$ cat src/rtl/synth_pkg.sv
// Shared constants for the voice synthesis chain: ADSR state encoding,
// envelope full scale and default datapath widths.
package synth_pkg;

  localparam int ENV_W_DEF    = 16;
  localparam int SAMPLE_W_DEF = 16;

  localparam logic [ENV_W_DEF-1:0] ENV_MAX = '1;

  localparam logic [2:0] ST_IDLE    = 3'd0;
  localparam logic [2:0] ST_ATTACK  = 3'd1;
  localparam logic [2:0] ST_DECAY   = 3'd2;
  localparam logic [2:0] ST_SUSTAIN = 3'd3;
  localparam logic [2:0] ST_RELEASE = 3'd4;

endpackage

$ cat src/rtl/env_scale_mult.sv
// Two-stage signed sample x unsigned gain multiplier; output is the product
// arithmetically shifted down by the gain width (truncation, no rounding).
module env_scale_mult #(
  parameter int SAMPLE_W = 16,
  parameter int GAIN_W   = 16
) (
  input  logic                       clk,
  input  logic                       i_reset,
  input  logic signed [SAMPLE_W-1:0] i_sample,
  input  logic        [GAIN_W-1:0]   i_gain,
  output logic signed [SAMPLE_W-1:0] o_sample
);

  logic signed [SAMPLE_W-1:0]      r_sample;
  logic        [GAIN_W-1:0]        r_gain;
  logic signed [SAMPLE_W+GAIN_W:0] w_product;

  // Zero-extending the gain keeps it positive in the signed multiply.
  assign w_product = r_sample * $signed({1'b0, r_gain});

  // NOTE: sequential state is written with non-blocking assignments so every
  // register samples the pre-edge value of its source.
  always_ff @(posedge clk) begin
    if (i_reset) begin
      r_sample <= '0;
      r_gain   <= '0;
      o_sample <= '0;
    end else begin
      r_sample <= i_sample;
      r_gain   <= i_gain;
      o_sample <= SAMPLE_W'(w_product >>> GAIN_W);
    end
  end

endmodule

$ cat src/rtl/adsr_envelope.sv
// Per-voice ADSR envelope generator, stepped on i_tick, scaling the sine
// stream by the current level. Define ADSR_EXP_RELEASE_EN for an exponential-like release.
module adsr_envelope
  import synth_pkg::*;
#(
  parameter int ENV_W    = ENV_W_DEF,
  parameter int SAMPLE_W = SAMPLE_W_DEF
) (
  input  logic                       clk,
  input  logic                       i_reset,
  input  logic                       i_tick,
  input  logic                       i_gate,
  input  logic        [ENV_W-1:0]    i_attack_step,
  input  logic        [ENV_W-1:0]    i_decay_step,
  input  logic        [ENV_W-1:0]    i_sustain_level,
  input  logic        [ENV_W-1:0]    i_release_step,
  input  logic signed [SAMPLE_W-1:0] i_sample,
  output logic signed [SAMPLE_W-1:0] o_sample,
  output logic        [ENV_W-1:0]    o_env,
  output logic                       o_active
);

  logic [2:0]       r_state;
  logic [2:0]       w_state_nxt;
  logic [ENV_W-1:0] r_env;
  logic [ENV_W-1:0] w_env_nxt;
  logic             r_active;

  logic [ENV_W:0]   w_att_sum;
  logic [ENV_W-1:0] w_att_env;
  logic [ENV_W-1:0] w_dec_room;
  logic [ENV_W:0]   w_rel_dec;

  assign w_att_sum  = {1'b0, r_env} + {1'b0, i_attack_step};
  assign w_att_env  = w_att_sum[ENV_W] ? '1 : w_att_sum[ENV_W-1:0];
  assign w_dec_room = r_env - i_sustain_level;

`ifdef ADSR_EXP_RELEASE_EN
  assign w_rel_dec = {1'b0, r_env >> 4} + {1'b0, i_release_step};
`else
  assign w_rel_dec = {1'b0, i_release_step};
`endif

  // A gate change only moves the state; the level resumes stepping on the
  // following tick, from wherever it was.
  // NOTE: both outputs get a default before the case so no path leaves them
  // unassigned, which would infer latches.
  always_comb begin
    w_state_nxt = r_state;
    w_env_nxt   = r_env;
    case (r_state)
      ST_IDLE: begin
        w_env_nxt = '0;
        if (i_gate) w_state_nxt = ST_ATTACK;
      end
      ST_ATTACK: begin
        if (!i_gate) begin
          w_state_nxt = ST_RELEASE;
        end else begin
          w_env_nxt = w_att_env;
          if (&w_att_env) w_state_nxt = ST_DECAY;
        end
      end
      ST_DECAY: begin
        if (!i_gate) begin
          w_state_nxt = ST_RELEASE;
        end else if (r_env <= i_sustain_level || i_decay_step >= w_dec_room) begin
          w_env_nxt   = i_sustain_level;
          w_state_nxt = ST_SUSTAIN;
        end else begin
          w_env_nxt = r_env - i_decay_step;
        end
      end
      ST_SUSTAIN: begin
        if (!i_gate) w_state_nxt = ST_RELEASE;
        else         w_env_nxt   = i_sustain_level;
      end
      ST_RELEASE: begin
        if (i_gate) begin
          w_state_nxt = ST_ATTACK;
        end else if (w_rel_dec >= {1'b0, r_env}) begin
          w_env_nxt   = '0;
          w_state_nxt = ST_IDLE;
        end else begin
          w_env_nxt = r_env - w_rel_dec[ENV_W-1:0];
        end
      end
      default: begin
        w_env_nxt   = '0;
        w_state_nxt = ST_IDLE;
      end
    endcase
  end

  always_ff @(posedge clk) begin
    if (i_reset) begin
      r_state  <= ST_IDLE;
      r_env    <= '0;
      r_active <= 1'b0;
    end else if (i_tick) begin
      r_state  <= w_state_nxt;
      r_env    <= w_env_nxt;
      r_active <= (w_state_nxt != ST_IDLE);
    end
  end

  assign o_env    = r_env;
  assign o_active = r_active;

  env_scale_mult #(
    .SAMPLE_W (SAMPLE_W),
    .GAIN_W   (ENV_W)
  ) u_scale (
    .clk      (clk),
    .i_reset  (i_reset),
    .i_sample (i_sample),
    .i_gain   (r_env),
    .o_sample (o_sample)
  );

endmodule

$ cat config.mk
export PLATFORM = sky130hd
export DESIGN_NAME = adsr_envelope
export DESIGN_NICKNAME = d
export VERILOG_FILES = /design/src/rtl/synth_pkg.sv /design/src/rtl/env_scale_mult.sv /design/src/rtl/adsr_envelope.sv
export SDC_FILE = /design/constraint.sdc
export NUM_CORES = 1
export LEC_CHECK = 0
export BUFFER_PORTS_ARGS = -buffer_cell sky130_fd_sc_hd__buf_4
export CAP_MARGIN = 0
export CORE_MARGIN = 4
export CORE_UTILIZATION = 50
export DETAILED_ROUTE_END_ITERATION = 8
export HOLD_SLACK_MARGIN = 0.03
export PLACE_DENSITY_LB_ADDON = 0.3
export SYNTH_ARGS = -nofsm -noshare
export SYNTH_HDL_FRONTEND = slang
export SYNTH_SLANG_ARGS = --single-unit
$ cat constraint.sdc
create_clock -name clk -period 7.55 [get_ports clk]
set_clock_uncertainty 0.05 [all_clocks]
set_input_delay 0.755 -clock clk [delete_from_list [all_inputs] [get_ports clk]]
set_output_delay 0.755 -clock clk [all_outputs]
set_load 0.01 [all_outputs]
# Yosys cells after proc, flatten, opt, wreduce, memory -nomap -nowiden
# Index checks and enable logic that the tools add are counted.
word_totals:
  register_bits: 68
  latch_bits: 0
  mem_bits_rw: 0
  mem_bits_ro: 0
  word_cells: 44
  n_memories: 0
classes:
  addsub: 4
  mul: 1
  div: 0
  n_lt_le_gt_ge: 3
  eq_ne: 8
  shifts: 0
  muxes: 17
  n_bitwise: 0
  reduce_logical: 5
op_table:
  columns: ["op", "n"]
  rows:
  - ["16-bit 2-to-1 mux", 7]
  - ["16-bit case mux with 4 select lines", 1]
  - ["16-bit subtractor", 3]
  - ["16-bit greater-or-equal comparator", 2]
  - ["16-bit by 17-bit multiplier with 32-bit output", 1]
  - ["3-bit 2-to-1 mux", 8]
  - ["16-bit by 16-bit adder with 17-bit output", 1]
  - ["16-bit <= comparator", 1]
  - ["16-bit AND reduction", 1]
  - ["3-bit case mux with 5 select lines", 1]
  - ["2-bit != test, second input constant", 4]
  - ["3-bit by 2-bit equality test with 1-bit output, second input constant", 2]
  - ["5-bit AND reduction", 1]
  - ["3-bit by 1-bit equality test with 1-bit output, second input constant", 1]
  - ["3-bit equality test, second input constant", 1]
  - ["3-bit zero test", 1]
  - ["3-bit nonzero test", 1]
  - ["1-bit logical OR", 1]

# Longest topological paths before layout
depth:
  word_depth: 7
  mapped_depth: 23

# Hierarchy
# A second synthesis with hierarchy kept.
hier_totals:
  cells_unflattened: 1759
  area_unflattened_um2: 14828.0
modules_own_cells:
  columns: ["module", "instances", "cells_each", "area_each_um2", "seq_area_each_um2"]
  rows:
  - ["env_scale_mult", 1, 1120, 10032.1, 960.9]
  - ["adsr_envelope", 1, 639, 4795.8, 400.4]

# Worst setup path before layout
# OpenSTA, ideal clock, no wires.
synth_timing:
  path_kind: "register to register"
  from: "reg u_scale.r_sample[1]"
  to: "reg u_scale.o_sample[11]"
  setup_time_ns: 0.128
  arrival_ns: 5.896
  slack_ns: 1.477
  stages_incl_launch_ff: 20
  n_path_buf: 1
  synth_period_minus_slack_ns: 6.073
  cell_sequence: "dfxtp_1 clkbuf_1 nand2_1 fa_1 fa_1 fa_1 fa_1 inv_1 fa_1 fa_1 ha_1 a21o_1 a21o_1 a2111oi_4 o211a_1 a21oi_2 or4_4 a31oi_1 xor2_1 nor2_1"
synth_between:
  elab_chain_cells: 1
synth_rtl:
  columns: ["element", "line", "rtl"]
  rows:
  - ["from (decl)", "env_scale_mult.sv:14", "logic signed [SAMPLE_W-1:0] r_sample;"]
  - ["from (signal assigned)", "env_scale_mult.sv:29", "r_sample <= i_sample;"]
  - ["16-bit by 17-bit multiplier with 32-bit output", "env_scale_mult.sv:19", "assign w_product = r_sample * $signed({1'b0, r_gain});"]
  - ["to (signal assigned)", "env_scale_mult.sv:31", "o_sample <= SAMPLE_W'(w_product >>> GAIN_W);"]
  - ["to (decl)", "env_scale_mult.sv:11", "output logic signed [SAMPLE_W-1:0] o_sample"]
# No other way between the ends.
# A chain may end at the register's enable or synchronous reset.

# Final worst setup path
layout_timing:
  from: "reg u_scale.r_gain[10]"
  to: "reg u_scale.o_sample[12]"
layout_between:
  elab_chain_cells: 1
layout_rtl:
  columns: ["element", "line", "rtl"]
  rows:
  - ["from (decl)", "env_scale_mult.sv:15", "logic [GAIN_W-1:0] r_gain;"]
  - ["from (signal assigned)", "env_scale_mult.sv:30", "r_gain <= i_gain;"]
  - ["16-bit by 17-bit multiplier with 32-bit output", "env_scale_mult.sv:19", null]
# No other way between the ends.

==> metrics.txt <==
clock transition at the registers of the reported paths=0.06 ns; share of cells above drive strength 1=8.93%; complex-gate fraction of the synthesized area=13.0%; Root Driver=clkbuf_16; Post-DRT Antenna Nets=0; Vias=11300; H-Tree Depth=3; nature of the critical path startpoint=flip-flop; minimum clock period after layout=6.49 ns; setup TNS=0 ns; Crit. End Element=flip-flop; die area=30600 µm²; WP data arrival=6.66 ns; Yosys cell types=77; Post-Syn Instances=1637; DRC viols=0; RSZ-0062 raised after global routing=no; Setup Fix Bufs, Post-CTS=0; number of global-route vias before repair=12000; Reg power frac=36.6%; placed insts=2081; Sw Share=32.9%; critical path required time=7.71 ns; maximum clock frequency=154 MHz; yosys warns=0; r2r setup slk=1.06 ns; top cell type's share of synthesized area=28.3%; Post-Synth XOR/XNOR Area=4.21%; Yosys top cell by area=fa_1; clock latency on the worst-skew pair=0.35 ns; Hold Fails Final Rpt=0; routed length per instance=16.9 µm; # hold bufs at CTS=0; final WL=35300 µm; total global-route track usage=24.0%; clock power share=37.8%; I/O pin cnt=117; Setup Crit Path Kind=reg -> reg; register bit total from synthesis=68; most common cell after layout, fill and taps aside=inv_1; register area share after synthesis=9.77%; I/O Buffers=116; Pins Over Slew Limit=0; Max clock buf depth=2; vias per cell=5.41; CTS buffer count=9; Area Growth Syn to Fin=10.5%; Peak VDD IR=96.6 µV; main combinational cell family by area after synthesis=adder cells; CTS tree=done; Worst Tran Pin Value=0.770 ns; gpl congestion=0.952; largest net degree at the start of global routing=56; Hold Path Class=reg -> reg; headroom to the max-slew limit=48.7%; Max FO, Critical Path=16; synth top area cells=fa_1, ha_1, dfxtp_1; Core Area=27200 µm²; adder-cell share of the synthesized area=45.6%; Post-CTS Resized=0; mean area per synthesized cell=8.51 µm²; fin cells=2097; simple logic cell fraction of the synthesized area=17.6%; Mapped Nets=2111; Post-synth EDFFs=0; Die Span Y=175 µm; nets=2194; Finish-stage setup viols=0; P_leak=7.96 nW; total grt overflow=0; most frequent cells in the layout=inv_1, fa_1, ha_1, nand2_1, buf_4; Clock Sinks=68; outcome=completed; Async SR Flop Fraction=0%; detailed-router iteration count before antenna repair=5; Int Power=0.730 mW; Die Wd=175 µm; synthesized area=13900 µm²; combinational power share=25.6%; Site Rows=60; crit share post-route=86.0%; Starting Density=51.3%; Detail Placement HPWL=29800 µm; ys flop type=dfxtp_1; mux contribution to synthesized area=0.287%; Iter 0 DRT Violations=653; max-cap viol count=0; Switching Power=0.358 mW; n_diodes=0; global-route wire length before repair=59900 µm; initial antenna violation count=0; Power Dens Cells=70.7 nW/µm²
## logic make-up (layout without fill, tap and decap cells)
group                      Yosys count  in the layout
muxes                                4              4
buffers and inverters              349            437
adders and majority gates          390            390
xor gates and xnor gates            67             67
and+or+nand+nor                    498            498
DFF                                 68             68
AOI/OAI and AO/OA                  261            261
## final timing paths
| kind | start | to | cells after the start |
|---|---|---|---|
| min reg2reg | o_active | o_active | 2 |
| max reg2reg | u_scale.r_gain[10] | u_scale.o_sample[12] | 18 |
| max | u_scale.r_gain[10] | u_scale.o_sample[12] | 18 |
| min | o_active | o_active | 2 |
## power groups by stage
stage | sequential [mW] | clock, mW | combinational (mW)
after global routing | 0.400 | 0.436 | 0.313
after global placement | 0.404 | 0 | 0.270
final | 0.398 | 0.412 | 0.279
after floorplan | 0.388 | 0 | 0.186
after CTS | 0.397 | 0.421 | 0.278
after detailed placement | 0.405 | 0 | 0.275
## routing by layer
| layer | vias up | part of all wire (%) | track usage (%) |
|---|---|---|---|
| li1 | 5453 | - | - |
| met1 | 5517 | 43 | 31.6 |
| met2 | 321 | 50 | 42.7 |
| met3 | 50 | 4.6 | 2.42 |
| met4 | 0 | 2.3 | 5.96 |
| met5 | - | 0 | 0 |
## registers in the layout, summed over array words and instances (netlist names)
register,cells
u_scale.o_sample,16
r_state,3
u_scale.r_sample,16
u_scale.r_gain,16
o_env,16
o_active,1
## cell type report
class	instances	area [µm²]
clock buffer	10	239
clock inverter	6	47.5
fill	2477	11800
inverter	302	1130
multi-input combinational	1220	11200
sequential	68	1360
tap	372	465
timing repair buffer	119	893
## Yosys cell counts (3+ instances only)
cell type,n
a21o_1,21
nand3_1,18
a21boi_0,3
buf_2,3
nor4_1,3
o211ai_1,5
a221o_1,4
o41ai_1,3
a21oi_1,71
o21bai_1,9
nor3_1,28
xor2_1,32
nor2_1,65
inv_1,301
nand4_1,7
and3_1,4
or3_1,5
clkbuf_1,42
o21ai_1,3
nand2_1,186
o22ai_1,5
a31oi_1,13
ha_1,193
a211oi_1,7
nand2b_1,15
o2111ai_1,3
o21ai_0,39
fa_1,197
o21a_1,16
xnor2_1,35
a31o_2,3
dfxtp_1,68
a41o_1,3
a22oi_1,7
and2_1,112
o31ai_1,5
a211o_1,7
nor2b_1,40
a21oi_2,3
mux2i_1,4
a22o_1,3
## stage by stage
stage          setup slack (ns)  power [mW]  hold slack [ns]  util, %  cell area [µm²]
2_1_floorplan              1.48       0.574            0.453        -            13900
3_3_place_gp               1.14       0.674            0.454     55.6            15100
3_5_place_dp               1.05       0.680            0.457     55.6            15100
4_1_cts                    1.04        1.10            0.465     56.6            15400
5_1_grt                   0.677        1.15            0.467     56.6            15400
6_report                   1.06        1.09            0.456     56.6            15400
## critical path, stage by stage (launching register included)
cell,delay (ns)
dfxtp_1,0.67
nand2_1,0.16
fa_1,0.55
fa_1,0.58
fa_1,0.45
fa_1,0.54
inv_1,0.05
fa_1,0.49
fa_1,0.43
ha_1,0.31
a21o_1,0.18
a21o_1,0.21
a2111oi_4,0.41
o211a_1,0.22
a21oi_2,0.11
or4_4,0.54
a41oi_2,0.21
xor2_1,0.16
nor2_1,0.05
No activity file was read; power rests on OpenSTA's default activity.
